--- src/rtl/game_flow_ctrl.sv ---
// ============================================================================
// game_flow_ctrl : round FSM, shot/scroll pacing and BCD score for the bubble game.
// Optional macro GAME_TIMER_EN adds a per-round tick timer.  Rev 1.0
// ============================================================================
`default_nettype none

module game_flow_ctrl #(
  parameter int WIN_CNT        = 40,
  parameter int SCROLL_TICKS   = 8,
  parameter int SHOOT_COOLDOWN = 2,
  parameter int TIME_LIMIT     = 60
) (
  input  logic       clk,
  input  logic       rst,
  input  logic       en,
  input  logic       tick,
  input  logic       jstk_press,
  input  logic [6:0] pop_cnt,
  input  logic       bubble_reached,
  output logic [1:0] state,
  output logic       play_en,
  output logic       clear_req,
  output logic       shoot_req,
  output logic       scroll_req,
  output logic [7:0] score_bcd,
  output logic [7:0] time_left,
  output logic       finish
);

  typedef enum logic [1:0] {
    S_IDLE = 2'd0,
    S_PLAY = 2'd1,
    S_WIN  = 2'd2,
    S_LOSE = 2'd3
  } state_e;

  localparam logic [6:0] c_win_cnt     = 7'(WIN_CNT);
  localparam logic [7:0] c_scroll_last = 8'(SCROLL_TICKS - 1);
  localparam logic [3:0] c_cooldown    = 4'(SHOOT_COOLDOWN);

  state_e     state_q, state_d;
  logic       en_q, en_prev_q, en_arm_q;
  logic       press_q, press_prev_q;
  logic [7:0] scroll_cnt_q;
  logic [3:0] cool_q;
  logic       play_en_q, clear_req_q, shoot_req_q, scroll_req_q, finish_q;
  logic [7:0] score_q;

  logic       w_en_rise, w_press_rise, w_win, w_in_play, w_timeout;
  logic [6:0] w_sat;
  logic [3:0] w_tens, w_ones;

  // en_arm_q blocks a round start until en has been seen low after reset.
  assign w_en_rise    = en_q & ~en_prev_q & en_arm_q;
  assign w_press_rise = press_q & ~press_prev_q;
  assign w_win        = (pop_cnt >= c_win_cnt);

`ifdef GAME_TIMER_EN
  localparam logic [7:0] c_time_limit = 8'(TIME_LIMIT);
  logic [7:0] time_q;
  assign w_timeout = (time_q == 8'd0);
  assign time_left = time_q;
`else
  assign w_timeout = 1'b0;
  assign time_left = 8'(TIME_LIMIT) & 8'h00;
`endif

  always_comb begin
    state_d = state_q;
    case (state_q)
      S_IDLE:        if (w_en_rise) state_d = S_PLAY;
      S_PLAY: begin
        if (w_win)               state_d = S_WIN;
        else if (bubble_reached) state_d = S_LOSE;
        else if (w_timeout)      state_d = S_LOSE;
      end
      S_WIN, S_LOSE: if (w_en_rise) state_d = S_IDLE;
      default:       state_d = S_IDLE;
    endcase
  end

  assign w_in_play = (state_q == S_PLAY) && (state_d == S_PLAY);
  assign w_sat     = (pop_cnt > 7'd99) ? 7'd99 : pop_cnt;
  assign w_tens    = 4'(w_sat / 7'd10);
  assign w_ones    = 4'(w_sat % 7'd10);

  always_ff @(posedge clk) begin
    if (!rst) begin
      state_q      <= S_IDLE;
      en_q         <= 1'b0;
      en_prev_q    <= 1'b0;
      en_arm_q     <= 1'b0;
      press_q      <= 1'b0;
      press_prev_q <= 1'b0;
      scroll_cnt_q <= 8'd0;
      cool_q       <= 4'd0;
      play_en_q    <= 1'b0;
      clear_req_q  <= 1'b0;
      shoot_req_q  <= 1'b0;
      scroll_req_q <= 1'b0;
      finish_q     <= 1'b0;
      score_q      <= 8'd0;
`ifdef GAME_TIMER_EN
      time_q       <= 8'd0;
`endif
    end else begin
      en_q         <= en;
      en_prev_q    <= en_q;
      en_arm_q     <= en_arm_q | ~en;
      press_q      <= jstk_press;
      press_prev_q <= press_q;
      state_q      <= state_d;
      play_en_q    <= (state_d == S_PLAY);
      finish_q     <= (state_d == S_WIN) || (state_d == S_LOSE);
      clear_req_q  <= (state_q == S_IDLE) && (state_d == S_PLAY);
      score_q      <= {w_tens, w_ones};
      shoot_req_q  <= 1'b0;
      scroll_req_q <= 1'b0;
      if (w_in_play) begin
        if (tick) begin
          if (scroll_cnt_q >= c_scroll_last) begin
            scroll_cnt_q <= 8'd0;
            scroll_req_q <= 1'b1;
          end else begin
            scroll_cnt_q <= scroll_cnt_q + 8'd1;
          end
        end
        if (w_press_rise && (cool_q == 4'd0)) begin
          shoot_req_q <= 1'b1;
          cool_q      <= c_cooldown;
        end else if (tick && (cool_q != 4'd0)) begin
          cool_q <= cool_q - 4'd1;
        end
      end else begin
        scroll_cnt_q <= 8'd0;
        cool_q       <= 4'd0;
      end
`ifdef GAME_TIMER_EN
      if ((state_q == S_IDLE) && (state_d == S_PLAY))
        time_q <= c_time_limit;
      else if (w_in_play && tick && (time_q != 8'd0))
        time_q <= time_q - 8'd1;
`endif
    end
  end

  assign state      = state_q;
  assign play_en    = play_en_q;
  assign clear_req  = clear_req_q;
  assign shoot_req  = shoot_req_q;
  assign scroll_req = scroll_req_q;
  assign score_bcd  = score_q;
  assign finish     = finish_q;

endmodule

`default_nettype wire
--- config.mk ---
export PLATFORM = sky130hd
export DESIGN_NAME = game_flow_ctrl
export DESIGN_NICKNAME = d
export VERILOG_FILES = /design/src/rtl/game_flow_ctrl.sv
export SDC_FILE = /design/constraint.sdc
export NUM_CORES = 1
export LEC_CHECK = 0
export BUFFER_PORTS_ARGS = -buffer_cell sky130_fd_sc_hd__buf_2
export CORE_ASPECT_RATIO = 1.4
export CORE_MARGIN = 3
export CORE_UTILIZATION = 40
export CTS_CLUSTER_DIAMETER = 80
export DETAILED_ROUTE_END_ITERATION = 6
export GPL_TIMING_DRIVEN = 0
export HOLD_SLACK_MARGIN = 0.02
export PLACE_DENSITY = 0.64
export RECOVER_POWER = 100
export SLEW_MARGIN = 30
export SYNTH_ARGS = -nofsm -noshare
export SYNTH_HDL_FRONTEND = slang
export SYNTH_SLANG_ARGS = --single-unit
--- constraint.sdc ---
create_clock -name clk -period 3.9 [get_ports clk]
set_input_delay 0.585 -clock clk [delete_from_list [all_inputs] [get_ports clk]]
set_output_delay 0.585 -clock clk [all_outputs]
set_load 0.1 [all_outputs]
# == Yosys cells after proc, flatten, opt, wreduce, memory -nomap -nowiden ==
# Cells that the tools add are included.
# classes
add_sub_neg,2
n_div,2
order_cmp,3
eq_ne,6
mux,11
bitwise_logic,9
n_reduce_logical,13
# ops
operator,n
$mux W2,6
$add A8 B1 Y8 const B,1
$eq A2 B2 Y1 const B,4
$ge A8 B3 Y1 const B,1
$mux W8,1
$div A7 B4 Y7 const B,1
$ge A7 B6 Y1 const B,1
$gt A7 B7 Y1 const B,1
$mod A7 B4 Y7 const B,1
$mux W7,1
$pmux W2 S3,1
$not A1 Y1,5
$eq A2 B1 Y1 const B,2
$logic_and A1 B1 Y1,4
$logic_not A4 Y1,1
$reduce_bool A4 Y1,1
$sub A4 B1 Y4 const B,1
$and A1 B1 Y1,3
$reduce_and A3 Y1,1
$reduce_or A3 Y1,1
$logic_not A2 Y1,1
$mux W1,2
$reduce_and A2 Y1,1
$reduce_bool A2 Y1,1
other kinds (3),3
# word_totals
regBits,32
input_bits,13
output_inout_bits,23
wordCells,61

# == Logic depth before layout (Yosys ltp) ==
# logic_depth
depth_word,9
ltp_mapped,19
depth_no_buf,17

# == Least setup slack after synthesis ==
# No wires, ideal clock.
# synth_timing
kind,input-to-reg
startpoint,input port pop_cnt[5]
endpoint,register score_q[2] (netlist: score_bcd[2])
setup_time_ns,0.117
arrival_ns,3.737
required_time_ns,3.783
setup_slack_ns,0.046
cell_stages,19
n_path_buf,2
cell_sequence,buf_6 -> nand2_1 -> and2_1 -> ha_1 -> buf_4 -> o21a_1 -> o21ai_1 -> ha_1 -> o21ba_2 -> or3_1 -> o22ai_1 -> nor4b_2 -> o21ai_1 -> nand2_1 -> inv_1 -> ha_1 -> a311oi_2 -> nor2_1 -> a32o_1
# synth_via
elab_chain_len,3
# synth_rtl
element,line,text
start: declaration,18,"input logic [6:0] pop_cnt,"
$gt A7 B7 Y1,83,assign w_sat = (pop_cnt > 7'd99) ? 7'd99 : pop_cnt;
$mux W7 *,83,
$mod A7 B4 Y7 *,85,assign w_ones = 4'(w_sat % 7'd10);
end signal: assignment,116,"score_q <= {w_tens, w_ones};"
end: declaration,47,logic [7:0] score_q;
# Every way passes the cells marked *; elsewhere a longest branch is shown, timed or not.
# A chain may end at the register's enable or synchronous reset.

# == Worst setup path in the final report ==
# layout_timing
startpoint,input port pop_cnt[5]
endpoint,register score_q[1] (netlist: score_bcd[1])
# The elaborated chain is that of the path after synthesis.

==> results.md <==
* Status: finished clean
* Slowest-stage cell, CP: or3_4
* TNS Setup at 0 ps
* CP Capture Type: flop
* Syn_area_per_cell at 8.76 sq um
* Worst-path clk slew at about 60 ps
* Initial antenna violation count at 0
* PwrDens at 424 mW/mm^2
* Vias in the first global route at 1522
* Die W at about 63 microns
* GP Congestion at just over 0.9
* Min cycle time layout at roughly 3700 ps
* CP max FO at 10
* Worst-path cell chain: buf_4, buf_6, nand2_4, and2_4, ha_1, buf_6, nand4b_1, o21ai_4, ha_4, o21ba_2, or3_4, o22ai_4, nor4b_4, o21ai_2, nand2_1, inv_1, ha_2, a311oi_2, buf_4, a311oi_2, mux2i_1
* Fin nets at between 200 and 300
* Final instance area at about 0.0023 sq mm
* DRC viols at 0
* Hold Slack at ~460 ps
* Area grow syn2layout at 26.2%
* Fin. Hold Viols at 0
* Fin. max-slew vios at 0
* GRT Resource Usage Total at between 10% and 20%
* Fin crit share at between 90 and 100%
* Worst Clk Skew at around 8.3 ps
* Post-synth top area share at 35.0%
* DP Area at between 0.002 and 0.0025 sq mm
* Fillers at 432
* IO Count at 36
* Core Util, Final at roughly 54%
* Yosys reg bits at 32
* Bufs on Longest Clock Path at 2
* Routed vias at 1584
* Clock Latency Late Sink at 280 ps
* Final setup fails at 0
* DR iter-0 viols at 109
* Slew of the pin with the lowest slew margin at 1200 ps
* Max Cap Viol at 0
* Peak VDD IR at approximately 150 uV
* CP startpoint kind: input port
* Initial core utilization at 42.5%
* Arrival time at the worst endpoint at 3900 ps
* Hold bufs inserted after CTS at 0
* Most common cell in the netlist: dfxtp_1
* Synth Cell Area at between 0.0015 and 0.002 sq mm
* Largest cells by area after synthesis: dfxtp_1 35%, ha_1 4.1%, nor2_1 3.9%
* Max-slew headroom at about a fifth
* Largest net degree at the start of global routing at 11
* Core Rows at 28
* CTS Buf Count at 5
* Synth warn at 0
* Async set or reset register ratio after synthesis at 0%
* Layout cells sized above 1 at a little over a quarter
* PortBufs at 25
* Synth area leader: dfxtp_1
* Most instantiated cells after synthesis: 32 x dfxtp_1, 19 x nor2_1, 14 x nand2_1
* H-tree levels at 2
* Leak Pwr at 0.000957 uW
* CTS tree: yes
* CTS Root Cell: clkbuf_8
* CP peak stage delay at about 380 ps
* Most used flip-flop cell after synthesis: dfxtp_1
* Total iterations of the first detailed-routing run at 4
* Ant diodes at 0
* Mapped Cells at approximately 210
* DIE AREA at 0.00544 sq mm
* Required @ worst endpoint at around 4100 ps
* First-pass GRT wire length at 6850 microns
* Crit Path Category: input port to flop
* Post-DP HPWL at ~3000 microns
* Post-Route WL at around 4200 microns
* GRT overflow at 0
* CTS sink cnt at 32
* Post-route insts no fill at 319
* Die height at approximately 86 microns
* Max Fclk at between 200 and 300 MHz
* Post-synth EDFFs at 0
* Final antenna-violating net count at 0
* HP Class: flop to flop
* Seq/Total Area, Yosys at 35.0%
* Placed Instances at roughly 300
* Vias/cell at roughly 5
* Synth cell types at 55
* Core box area at between 0.004 and 0.005 sq mm
* Wire length per cell at ~13 microns
-- worst max-delay path: cells and delay by family --
| family | cells | cell delay, ps |
|---|---|---|
| muxes | 1 | 140 |
| AOI/OAI and AO/OA | 6 | 830 |
| buffers and inverters | 5 | 610 |
| adders and majority gates | 3 | 610 |
| and+or+nand+nor | 6 | 1130 |
-- stage by stage --
| stage | power, uW | setup WS, ps |
|---|---|---|
| 2_1_floorplan | 598 | 45.8 |
| 3_3_place_gp | 641 | -550 |
| 3_5_place_dp | 642 | -575 |
| 4_1_cts | 966 | 8.59 |
| 5_1_grt | 1020 | -40.3 |
| 6_report | 979 | 154 |
-- routing by layer --
| metal | track usage (%) | up-vias | share of wire [%] |
|---|---|---|---|
| li1 | - | 812 | - |
| met1 | 17.3 | 724 | 42 |
| met2 | 27.9 | 36 | 51 |
| met3 | 2.10 | 12 | 3.7 |
| met4 | 10.6 | 0 | 3.7 |
| met5 | 0 | - | 0 |
-- sequential cells by signal, summed over array words and instances, names as in the netlist --
name          flops
clear_req         1
cool_q            4
en_arm_q          1
en_prev_q         1
en_q              1
finish            1
play_en           1
press_prev_q      1
press_q           1
score_bcd         8
scroll_cnt_q      8
scroll_req        1
shoot_req         1
state             2
-- what timing repair did --
item / in CTS / in global routing
buffers inserted: 5 / 5
endpoints found under the setup margin: 3 / 3
pin swaps: 4 / 7
hold endpoints to repair: 0 / 0
resized for setup: 9 / 12
-- final cells by class --
| cell class | count | area, sq um | area share, % |
|---|---|---|---|
| multi-input combinational | 162 | 1160 | 50.3 |
| clock inverter | 2 | 35.0 | 1.52 |
| buffer | 14 | 113 | 4.87 |
| tap | 60 | 75.1 | 3.25 |
| clock buffer | 6 | 72.6 | 3.14 |
| timing repair buffer | 35 | 184 | 7.95 |
| sequential | 32 | 641 | 27.7 |
| inverter | 8 | 30.0 | 1.30 |
-- power breakdown --
part	leakage, uW	internal, uW	switching [uW]
combinational	0.000641	102	222
clock	0.0000552	189	118
sequential	0.000261	343	5.80
total	0.000957	634	346
-- worst paths after layout --
check             start         endpoint  slack (ps)  cells after the start
max          pop_cnt[5]     score_bcd[1]         150                     21
min            en_arm_q         en_arm_q         460                      2
min reg2reg    en_arm_q         en_arm_q         460                      2
max reg2reg    state[1]  scroll_cnt_q[5]        2270                      6
-- placed cells by master, fill, tap and decap left out, types with 3 or more instances in the layout --
cell type,instances
dfxtp_1,32
nor2_1,19
buf_4,19
clkbuf_1,18
nand2_1,13
a21oi_1,11
buf_2,9
nor2b_1,8
conb_1,8
inv_1,7
nor3_1,7
o21ai_0,7
nand2b_1,6
and2_1,5
clkbuf_8,5
buf_6,4
xor2_1,4
xnor2_1,4
o21a_1,4
ha_1,4
or2_2,3
a41o_1,3
nor4_1,3
-- logic make-up after synthesis --
| kind of cell | Yosys count | synth area share, % |
|---|---|---|
| flip-flops | 32 | 35.0 |
| AO/OA/AOI/OAI | 43 | 16.7 |
| XOR/XNOR | 8 | 3.82 |
| multiplexers | 5 | 3.35 |
| adder cells (fa/ha/maj) | 6 | 4.10 |
| AND/OR/NAND/NOR | 92 | 29.3 |
| other | 1 | 0.205 |
| buffers and inverters | 22 | 7.58 |
Power figures use the tool's default switching activity.
